$ cat src/rtl/rvfpm_offload_ctrl_if.sv
// Core/FPU-side signal bundle for rvfpm_offload_ctrl. master = the controller, slave = core + in_rvfpm.
// err_timeout exists only when RVFPM_OFFLOAD_TIMEOUT_EN is defined.
interface rvfpm_offload_ctrl_if #(
   parameter int XLEN            = 32,
   parameter int FLEN            = 32,
   parameter int X_ID_WIDTH      = 4,
   parameter int MAX_OUTSTANDING = 8
);
   localparam int OW = $clog2(MAX_OUTSTANDING + 1);

   logic                  core_valid;
   logic                  core_ready;
   logic [31:0]           core_instr;
   logic [XLEN-1:0]       core_rs1_data;
   logic [FLEN-1:0]       core_mem_rdata;
   logic                  fpu_enable;
   logic [31:0]           fpu_instruction;
   logic [X_ID_WIDTH-1:0] fpu_id;
   logic [XLEN-1:0]       fpu_data_fromXreg;
   logic [FLEN-1:0]       fpu_data_fromMem;
   logic [X_ID_WIDTH-1:0] fpu_id_out;
   logic [XLEN-1:0]       fpu_data_toXreg;
   logic                  fpu_toXreg_valid;
   logic [FLEN-1:0]       fpu_data_toMem;
   logic                  fpu_toMem_valid;
   logic                  wb_valid;
   logic [4:0]            wb_rd;
   logic [XLEN-1:0]       wb_data;
   logic                  st_valid;
   logic [X_ID_WIDTH-1:0] st_id;
   logic [FLEN-1:0]       st_data;
   logic [OW-1:0]         outstanding;
   logic                  err_spurious;

`ifdef RVFPM_OFFLOAD_TIMEOUT_EN
   logic                  err_timeout;

   modport master (
      input  core_valid, core_instr, core_rs1_data, core_mem_rdata,
      input  fpu_id_out, fpu_data_toXreg, fpu_toXreg_valid, fpu_data_toMem, fpu_toMem_valid,
      output core_ready, fpu_enable, fpu_instruction, fpu_id, fpu_data_fromXreg, fpu_data_fromMem,
      output wb_valid, wb_rd, wb_data, st_valid, st_id, st_data, outstanding, err_spurious,
      output err_timeout
   );
   modport slave (
      output core_valid, core_instr, core_rs1_data, core_mem_rdata,
      output fpu_id_out, fpu_data_toXreg, fpu_toXreg_valid, fpu_data_toMem, fpu_toMem_valid,
      input  core_ready, fpu_enable, fpu_instruction, fpu_id, fpu_data_fromXreg, fpu_data_fromMem,
      input  wb_valid, wb_rd, wb_data, st_valid, st_id, st_data, outstanding, err_spurious,
      input  err_timeout
   );
`else
   modport master (
      input  core_valid, core_instr, core_rs1_data, core_mem_rdata,
      input  fpu_id_out, fpu_data_toXreg, fpu_toXreg_valid, fpu_data_toMem, fpu_toMem_valid,
      output core_ready, fpu_enable, fpu_instruction, fpu_id, fpu_data_fromXreg, fpu_data_fromMem,
      output wb_valid, wb_rd, wb_data, st_valid, st_id, st_data, outstanding, err_spurious
   );
   modport slave (
      output core_valid, core_instr, core_rs1_data, core_mem_rdata,
      output fpu_id_out, fpu_data_toXreg, fpu_toXreg_valid, fpu_data_toMem, fpu_toMem_valid,
      input  core_ready, fpu_enable, fpu_instruction, fpu_id, fpu_data_fromXreg, fpu_data_fromMem,
      input  wb_valid, wb_rd, wb_data, st_valid, st_id, st_data, outstanding, err_spurious
   );
`endif
endinterface

$ cat src/rtl/rvfpm_offload_ctrl.sv
// Core-side offload controller for in_rvfpm: issues FP instructions with ids, tracks result-producing
// ones in a scoreboard and routes results to writeback/store. Optional per-id timeout: RVFPM_OFFLOAD_TIMEOUT_EN.
module rvfpm_offload_ctrl #(
   parameter int         XLEN            = 32,
   parameter int         FLEN            = 32,
   parameter int         X_ID_WIDTH      = 4,
   parameter int         MAX_OUTSTANDING = 8,
   parameter logic [6:0] LOAD_OPCODE     = 7'b0000011,
   parameter logic [6:0] STORE_OPCODE    = 7'b0100011,
   parameter int         TIMEOUT_CYCLES  = 64
) (
   input logic                  ck,
   input logic                  rst,
   rvfpm_offload_ctrl_if.master bus
);
   localparam int                    NUM_IDS = 2 ** X_ID_WIDTH;
   localparam int                    OW      = $clog2(MAX_OUTSTANDING + 1);
   localparam logic [OW-1:0]         MAX_CNT = OW'(MAX_OUTSTANDING);
   localparam logic [OW-1:0]         CNT_ONE = OW'(1);
   localparam logic [X_ID_WIDTH-1:0] ID_ONE  = X_ID_WIDTH'(1);
   localparam logic [6:0]            OP_FP   = 7'b1010011;

   if (MAX_OUTSTANDING < 1 || MAX_OUTSTANDING > NUM_IDS || TIMEOUT_CYCLES < 1) begin : g_cfg_check
      $error("rvfpm_offload_ctrl: MAX_OUTSTANDING or TIMEOUT_CYCLES out of range");
   end

   typedef enum logic [1:0] {KIND_NONE, KIND_XREG, KIND_MEM} kind_e;

   logic                  rst_q;
   logic                  fpu_enable_q;
   logic [31:0]           fpu_instruction_q;
   logic [X_ID_WIDTH-1:0] fpu_id_q;
   logic [XLEN-1:0]       fpu_xdata_q;
   logic [FLEN-1:0]       fpu_mdata_q;
   logic                  wb_valid_q;
   logic [4:0]            wb_rd_q;
   logic [XLEN-1:0]       wb_data_q;
   logic                  st_valid_q;
   logic [X_ID_WIDTH-1:0] st_id_q;
   logic [FLEN-1:0]       st_data_q;
   logic [OW-1:0]         outstanding_q;
   logic [OW-1:0]         outstanding_d;
   logic [OW-1:0]         n_tmo;
   logic                  err_spurious_q;
   logic [X_ID_WIDTH-1:0] next_id;

   logic [NUM_IDS-1:0]    sb_valid;
   logic [NUM_IDS-1:0]    sb_is_mem;
   logic [4:0]            sb_rd [NUM_IDS];

   kind_e                 kind;
   logic                  handshake;
   logic                  issue_trk;
   logic                  hit_valid;
   logic                  xreg_hit;
   logic                  mem_hit;
   logic                  retire;
   logic                  spurious;

   always_comb begin
      kind = KIND_NONE;
      if (bus.core_instr[6:0] == STORE_OPCODE) begin
         kind = KIND_MEM;
      end else if (bus.core_instr[6:0] == OP_FP &&
                   (bus.core_instr[31:27] == 5'b11100 || bus.core_instr[31:27] == 5'b11000 ||
                    bus.core_instr[31:27] == 5'b10100)) begin
         kind = KIND_XREG;
      end else if (bus.core_instr[6:0] == LOAD_OPCODE) begin
         kind = KIND_NONE;
      end
   end

   // valid/ready: an instruction transfers on a rising edge of ck where core_valid && core_ready;
   // core_ready depends only on state and the presented core_instr, never on core_valid.
   assign bus.core_ready = !rst && !rst_q &&
                           (kind == KIND_NONE || (outstanding_q < MAX_CNT && !sb_valid[next_id]));
   assign handshake = bus.core_valid && bus.core_ready;
   assign issue_trk = handshake && kind != KIND_NONE;

   // Both result strobes share fpu_id_out; at most one of them can match the entry's kind.
   assign hit_valid = sb_valid[bus.fpu_id_out];
   assign xreg_hit  = bus.fpu_toXreg_valid && hit_valid && !sb_is_mem[bus.fpu_id_out];
   assign mem_hit   = bus.fpu_toMem_valid && hit_valid && sb_is_mem[bus.fpu_id_out];
   assign retire    = xreg_hit || mem_hit;
   assign spurious  = (bus.fpu_toXreg_valid && !xreg_hit) || (bus.fpu_toMem_valid && !mem_hit);

`ifdef RVFPM_OFFLOAD_TIMEOUT_EN
   localparam int               AGE_W   = $clog2(TIMEOUT_CYCLES + 1);
   localparam logic [AGE_W-1:0] TMO_CNT = AGE_W'(TIMEOUT_CYCLES);
   localparam logic [AGE_W-1:0] AGE_ONE = AGE_W'(1);
   logic [AGE_W-1:0]            age [NUM_IDS];
   logic [NUM_IDS-1:0]          tmo;
   logic                        err_timeout_q;
   assign bus.err_timeout = err_timeout_q;
`endif

   always_comb begin
      n_tmo = '0;
`ifdef RVFPM_OFFLOAD_TIMEOUT_EN
      tmo = '0;
      for (int i = 0; i < NUM_IDS; i++) begin
         // An entry retiring this cycle is not also counted as timed out.
         tmo[i] = sb_valid[i] && age[i] == TMO_CNT &&
                  !(retire && bus.fpu_id_out == X_ID_WIDTH'(i));
         if (tmo[i]) n_tmo = n_tmo + CNT_ONE;
      end
`endif
      outstanding_d = outstanding_q + OW'(issue_trk) - OW'(retire) - n_tmo;
   end

   always_ff @(posedge ck) begin
      if (rst) begin
         rst_q             <= 1'b1;
         fpu_enable_q      <= 1'b0;
         fpu_instruction_q <= '0;
         fpu_id_q          <= '0;
         fpu_xdata_q       <= '0;
         fpu_mdata_q       <= '0;
         wb_valid_q        <= 1'b0;
         wb_rd_q           <= '0;
         wb_data_q         <= '0;
         st_valid_q        <= 1'b0;
         st_id_q           <= '0;
         st_data_q         <= '0;
         outstanding_q     <= '0;
         err_spurious_q    <= 1'b0;
         next_id           <= '0;
         sb_valid          <= '0;
         sb_is_mem         <= '0;
         for (int i = 0; i < NUM_IDS; i++) sb_rd[i] <= '0;
`ifdef RVFPM_OFFLOAD_TIMEOUT_EN
         for (int i = 0; i < NUM_IDS; i++) age[i] <= '0;
         err_timeout_q <= 1'b0;
`endif
      end else begin
         rst_q             <= 1'b0;
         fpu_enable_q      <= 1'b1;
         fpu_instruction_q <= handshake ? bus.core_instr     : '0;
         fpu_id_q          <= handshake ? next_id            : '0;
         fpu_xdata_q       <= handshake ? bus.core_rs1_data  : '0;
         fpu_mdata_q       <= handshake ? bus.core_mem_rdata : '0;
         if (handshake) next_id <= next_id + ID_ONE;
         if (issue_trk) begin
            sb_valid[next_id]  <= 1'b1;
            sb_is_mem[next_id] <= (kind == KIND_MEM);
            sb_rd[next_id]     <= bus.core_instr[11:7];
         end
         if (retire) sb_valid[bus.fpu_id_out] <= 1'b0;
         wb_valid_q    <= xreg_hit;
         wb_rd_q       <= xreg_hit ? sb_rd[bus.fpu_id_out] : '0;
         wb_data_q     <= xreg_hit ? bus.fpu_data_toXreg   : '0;
         st_valid_q    <= mem_hit;
         st_id_q       <= mem_hit ? bus.fpu_id_out         : '0;
         st_data_q     <= mem_hit ? bus.fpu_data_toMem     : '0;
         if (spurious) err_spurious_q <= 1'b1;
         outstanding_q <= outstanding_d;
`ifdef RVFPM_OFFLOAD_TIMEOUT_EN
         for (int i = 0; i < NUM_IDS; i++) begin
            if (tmo[i]) sb_valid[i] <= 1'b0;
            if (issue_trk && next_id == X_ID_WIDTH'(i)) age[i] <= '0;
            else if (sb_valid[i]) age[i] <= age[i] + AGE_ONE;
         end
         if (|tmo) err_timeout_q <= 1'b1;
`endif
      end
   end

   assign bus.fpu_enable        = fpu_enable_q;
   assign bus.fpu_instruction   = fpu_instruction_q;
   assign bus.fpu_id            = fpu_id_q;
   assign bus.fpu_data_fromXreg = fpu_xdata_q;
   assign bus.fpu_data_fromMem  = fpu_mdata_q;
   assign bus.wb_valid          = wb_valid_q;
   assign bus.wb_rd             = wb_rd_q;
   assign bus.wb_data           = wb_data_q;
   assign bus.st_valid          = st_valid_q;
   assign bus.st_id             = st_id_q;
   assign bus.st_data           = st_data_q;
   assign bus.outstanding       = outstanding_q;
   assign bus.err_spurious      = err_spurious_q;
endmodule

$ cat src/flat_wrapper.sv
// flat-port wrapper written by rule: the top's interface ports become plain ports
module rvfpm_offload_ctrl_flat 
#(
   parameter int         XLEN            = 32,
   parameter int         FLEN            = 32,
   parameter int         X_ID_WIDTH      = 4,
   parameter int         MAX_OUTSTANDING = 8,
   parameter logic [6:0] LOAD_OPCODE     = 7'b0000011,
   parameter logic [6:0] STORE_OPCODE    = 7'b0100011,
   parameter int         TIMEOUT_CYCLES  = 64
)
  (ck, rst, bus_core_valid, bus_core_instr, bus_core_rs1_data, bus_core_mem_rdata, bus_fpu_id_out, bus_fpu_data_toXreg, bus_fpu_toXreg_valid, bus_fpu_data_toMem, bus_fpu_toMem_valid, bus_core_ready, bus_fpu_enable, bus_fpu_instruction, bus_fpu_id, bus_fpu_data_fromXreg, bus_fpu_data_fromMem, bus_wb_valid, bus_wb_rd, bus_wb_data, bus_st_valid, bus_st_id, bus_st_data, bus_outstanding, bus_err_spurious);
  rvfpm_offload_ctrl_if #(.XLEN(XLEN), .FLEN(FLEN), .X_ID_WIDTH(X_ID_WIDTH), .MAX_OUTSTANDING(MAX_OUTSTANDING)) bus_i ();
  input logic ck;
  input logic rst;
  input wire logic [$bits(bus_i.core_valid)-1:0] bus_core_valid;
  input wire logic [$bits(bus_i.core_instr)-1:0] bus_core_instr;
  input wire logic [$bits(bus_i.core_rs1_data)-1:0] bus_core_rs1_data;
  input wire logic [$bits(bus_i.core_mem_rdata)-1:0] bus_core_mem_rdata;
  input wire logic [$bits(bus_i.fpu_id_out)-1:0] bus_fpu_id_out;
  input wire logic [$bits(bus_i.fpu_data_toXreg)-1:0] bus_fpu_data_toXreg;
  input wire logic [$bits(bus_i.fpu_toXreg_valid)-1:0] bus_fpu_toXreg_valid;
  input wire logic [$bits(bus_i.fpu_data_toMem)-1:0] bus_fpu_data_toMem;
  input wire logic [$bits(bus_i.fpu_toMem_valid)-1:0] bus_fpu_toMem_valid;
  output wire logic [$bits(bus_i.core_ready)-1:0] bus_core_ready;
  output wire logic [$bits(bus_i.fpu_enable)-1:0] bus_fpu_enable;
  output wire logic [$bits(bus_i.fpu_instruction)-1:0] bus_fpu_instruction;
  output wire logic [$bits(bus_i.fpu_id)-1:0] bus_fpu_id;
  output wire logic [$bits(bus_i.fpu_data_fromXreg)-1:0] bus_fpu_data_fromXreg;
  output wire logic [$bits(bus_i.fpu_data_fromMem)-1:0] bus_fpu_data_fromMem;
  output wire logic [$bits(bus_i.wb_valid)-1:0] bus_wb_valid;
  output wire logic [$bits(bus_i.wb_rd)-1:0] bus_wb_rd;
  output wire logic [$bits(bus_i.wb_data)-1:0] bus_wb_data;
  output wire logic [$bits(bus_i.st_valid)-1:0] bus_st_valid;
  output wire logic [$bits(bus_i.st_id)-1:0] bus_st_id;
  output wire logic [$bits(bus_i.st_data)-1:0] bus_st_data;
  output wire logic [$bits(bus_i.outstanding)-1:0] bus_outstanding;
  output wire logic [$bits(bus_i.err_spurious)-1:0] bus_err_spurious;
  assign bus_i.core_valid = bus_core_valid;
  assign bus_i.core_instr = bus_core_instr;
  assign bus_i.core_rs1_data = bus_core_rs1_data;
  assign bus_i.core_mem_rdata = bus_core_mem_rdata;
  assign bus_i.fpu_id_out = bus_fpu_id_out;
  assign bus_i.fpu_data_toXreg = bus_fpu_data_toXreg;
  assign bus_i.fpu_toXreg_valid = bus_fpu_toXreg_valid;
  assign bus_i.fpu_data_toMem = bus_fpu_data_toMem;
  assign bus_i.fpu_toMem_valid = bus_fpu_toMem_valid;
  assign bus_core_ready = bus_i.core_ready;
  assign bus_fpu_enable = bus_i.fpu_enable;
  assign bus_fpu_instruction = bus_i.fpu_instruction;
  assign bus_fpu_id = bus_i.fpu_id;
  assign bus_fpu_data_fromXreg = bus_i.fpu_data_fromXreg;
  assign bus_fpu_data_fromMem = bus_i.fpu_data_fromMem;
  assign bus_wb_valid = bus_i.wb_valid;
  assign bus_wb_rd = bus_i.wb_rd;
  assign bus_wb_data = bus_i.wb_data;
  assign bus_st_valid = bus_i.st_valid;
  assign bus_st_id = bus_i.st_id;
  assign bus_st_data = bus_i.st_data;
  assign bus_outstanding = bus_i.outstanding;
  assign bus_err_spurious = bus_i.err_spurious;
  rvfpm_offload_ctrl #(.XLEN(XLEN), .FLEN(FLEN), .X_ID_WIDTH(X_ID_WIDTH), .MAX_OUTSTANDING(MAX_OUTSTANDING), .LOAD_OPCODE(LOAD_OPCODE), .STORE_OPCODE(STORE_OPCODE), .TIMEOUT_CYCLES(TIMEOUT_CYCLES)) u_core (.ck(ck), .rst(rst), .bus(bus_i));
endmodule
$ cat config.mk
export PLATFORM = sky130hd
export DESIGN_NAME = rvfpm_offload_ctrl_flat
export DESIGN_NICKNAME = d
export VERILOG_FILES = /design/src/rtl/rvfpm_offload_ctrl_if.sv /design/src/rtl/rvfpm_offload_ctrl.sv /design/src/flat_wrapper.sv
export SDC_FILE = /design/constraint.sdc
export NUM_CORES = 1
export LEC_CHECK = 0
export CORE_MARGIN = 4
export CORE_UTILIZATION = 50
export CTS_CLUSTER_DIAMETER = 200
export CTS_CLUSTER_SIZE = 16
export DETAILED_ROUTE_END_ITERATION = 7
export PLACE_DENSITY = 0.92
export SLEW_MARGIN = 20
export SYNTH_ARGS = -nofsm -noshare
export SYNTH_HDL_FRONTEND = slang
export SYNTH_SLANG_ARGS = --single-unit
$ cat constraint.sdc
create_clock -name ck -period 5.6 [get_ports ck]
set_clock_uncertainty 0.1 [all_clocks]
set_input_delay 0.84 -clock ck [delete_from_list [all_inputs] [get_ports ck]]
set_output_delay 0.84 -clock ck [all_outputs]
set_load 0.01 [all_outputs]
==> impl_metrics.json <==
{
  "wl_per_cell_um": 21.07,
  "startpoint_type": "register",
  "postCtsSetupBuffers": 0,
  "design.core.area_mm2": 0.02115,
  "synth.cell_area_mm2": 0.01080,
  "grt_util_met3": 0.07650,
  "utilization": 0.7092,
  "min_period_ns": 4.357,
  "most-common-layout-cells": "clkdlybuf4s50_1, dfxtp_1, and2_1, nor2_1, edfxtp_1",
  "p_total_w": 0.004027,
  "clk_latency_ns": 0.53,
  "rsz0062_at_grt": "false",
  "routabilityCongestion": 0.8985,
  "portBuffers": 350,
  "cts_hold_buf": 0,
  "die_area_mm2": 0.02401,
  "fin_area_mm2": 0.01500,
  "grt.met1_usage": 0.2822,
  "crit_path_max_incr_delay_ns": 0.69,
  "async_flop_share": 0,
  "die_h_um": 155.0,
  "yosys_warnings": 0,
  "setup_violations": 0,
  "fill_cells": 1387,
  "nNetsFinal": 1370,
  "hold_viol": 0,
  "status": "completed",
  "met2_usage": 0.4587,
  "whs_ns": 0.3741,
  "first_pass_iters": 6,
  "clockRootBuffer": "clkbuf_16",
  "viasPerCell": 5.305,
  "critical_path_class": "register to primary output",
  "end_kind": "primary output",
  "drt-initial-drc-count": 561,
  "path_cells": "mux4_2, or2_1, a221oi_4, nor2_1, nor3_1, clkdlybuf4s50_1",
  "totalWireLength_um": 31100,
  "grt_max_degree": 100,
  "worstMarginPinSlew_ns": 0.9340,
  "relSlewSlack": 0.3769,
  "clock_path_buffers": 3,
  "required_ns": 4.66,
  "hp-class": "register to register",
  "netlist-cell-type-count": 48,
  "syn_avg_cell_area_um2": 12.47,
  "drc": 0,
  "final_common_cell": "clkdlybuf4s50_1",
  "ys_ff_latch": 298,
  "synth_edf_count": 80,
  "max_freq_mhz": 229.5,
  "max_cap_viol_count": 0,
  "power_leakage_nw": 5.593,
  "critPathArrivalTime_ns": 3.42,
  "seq_area_mm2": 0.006766,
  "groute.usage.overall": 0.2526,
  "start_util": 0.5105,
  "vias": 7830,
  "cts_buffers": 22,
  "powerDensity_mw_per_mm2": 268.4,
  "cts_resized": 0,
  "ys_seq_area_frac": 0.6266,
  "drive_gt1_frac": 0.07161,
  "drv_slew": 0,
  "clk_pin_slew_ns": 0.08,
  "antenna_found_initial": 0,
  "top_usage_layer": "met2",
  "timing.final.crit_share": 0.7781,
  "die_width_um": 155.0,
  "overflow": 0,
  "hpwl_um": 23830,
  "tns_ns": 0,
  "synth_flop_cell": "dfxtp_1",
  "grt_pass1_vias": 7938,
  "detail-route-antenna-nets": 0,
  "place_area_mm2": 0.01439,
  "insertedDiodeCount": 0,
  "num_rows": 53,
  "syn-num-nets": 1044,
  "synthCells": 866,
  "cts_max_level": 1,
  "cpMaxStageDelayCell": "dfxtp_1",
  "cts.sinks": 298,
  "grt_pass1_wl_um": 46730,
  "ir_drop_v": 0.0001906,
  "multi_input_area_mm2": 0.003682,
  "path_max_fanout": 11,
  "area_growth_pct": 38.92,
  "cts_tree": "yes",
  "num_io_pins": 351
}
## synthesized netlist by cell type (2+ instances only)
cell type	number	area (µm²)
dfxtp_1	218	4364
and2_1	178	1114
nor2_1	94	352.8
edfxtp_1	80	2402
nand2_1	56	210.2
mux4_2	38	855.8
mux2i_1	28	280.3
inv_1	17	63.81
buf_2	15	75.07
clkbuf_1	12	45.04
nand4_1	11	68.82
a21oi_1	10	50.05
a211oi_1	9	67.56
buf_6	9	101.4
a221oi_1	8	70.07
buf_1	8	30.03
ha_1	8	100.1
nor3_1	8	40.04
clkbuf_2	7	35.03
nor2b_1	6	37.54
or2_2	5	31.28
and3_1	4	25.02
mux2_2	3	33.78
nand2b_1	3	18.77
nand3_1	3	15.01
nor3b_1	3	22.52
buf_4	2	15.01
nor4b_1	2	17.52
xnor2_1	2	17.52
## kinds of logic (layout without fill, tap and decap cells)
logic type,count (synthesis),in the layout,synth area share
compound gates,38,38,0.02931
mux,71,71,0.1118
xor+xnor,3,3,0.002434
simple gates,377,377,0.1849
fa+ha+maj,9,9,0.01112
flops,298,298,0.6266
buf+inv,70,405,0.03383
## power breakdown
group          internal, W  total, W  switching [W]  leakage, nW
Sequential         0.00225   0.00226      0.0000163         2.59
Clock             0.000728   0.00145       0.000722        0.293
Combinational     0.000187  0.000315       0.000128         2.71
## worst paths after layout
kind	slack, ns	depth (start not counted)	endpoint	start
worst min-delay path	0.37	2	u_core.sb_is_mem[0]$_SDFFE_PP0P_	u_core.sb_is_mem[0]$_SDFFE_PP0P_
worst min register to register	0.37	2	u_core.sb_is_mem[0]$_SDFFE_PP0P_	u_core.sb_is_mem[0]$_SDFFE_PP0P_
worst max register to register	1.98	5	u_core.sb_rd[15][2]$_SDFFCE_PN0P_	u_core.next_id[1]$_SDFFE_PP0N_
worst max-delay path	1.24	6	bus_core_ready	u_core.next_id[1]$_SDFFE_PP0N_
## worst max-delay path, delay by kind of cell (launching register included)
family / cells / cell delay (ns)
flip-flops: 1 / 0.69
AND/OR/NAND/NOR: 3 / 0.63
AO/OA/AOI/OAI: 1 / 0.40
buffers and inverters: 1 / 0.59
multiplexers: 1 / 0.60
## sequential cells by signal, summed over array words and instances (netlist names)
register                      flops
u_core.bus.err_spurious           1
u_core.bus.fpu_data_fromMem      32
u_core.bus.fpu_data_fromXreg     32
u_core.bus.fpu_enable             1
u_core.bus.fpu_id                 4
u_core.bus.fpu_instruction       32
u_core.bus.outstanding            4
u_core.bus.st_data               32
u_core.bus.st_id                  4
u_core.bus.st_valid               1
u_core.bus.wb_data               32
u_core.bus.wb_rd                  5
u_core.bus.wb_valid               1
u_core.next_id                    4
u_core.rst_q                      1
u_core.sb_is_mem                 16
u_core.sb_rd                     80
u_core.sb_valid                  16
## metal layers
layer	vias to the layer above	part of all wire
met5	-	0
met4	0	0.033
met3	61	0.12
met2	541	0.51
met1	3662	0.33
li1	3566	-
## area by class of cell
cell class | count | share of cell area
Clock buffer | 31 | 0.03895
Clock inverter | 2 | 0.001668
Inverter | 17 | 0.004254
Multi-Input combinational cell | 498 | 0.2455
Sequential cell | 298 | 0.4510
Tap cell | 275 | 0.02294
Timing Repair Buffer | 355 | 0.2357
## metrics by stage
stage	setup slack [ns]	instances
after floorplan	2.205	866
after global placement	1.278	1443
after detailed placement	1.207	1443
after CTS	1.248	1476
after global routing	1.127	1476
final	1.243	1476
No activity file was read; power rests on OpenSTA's default activity.
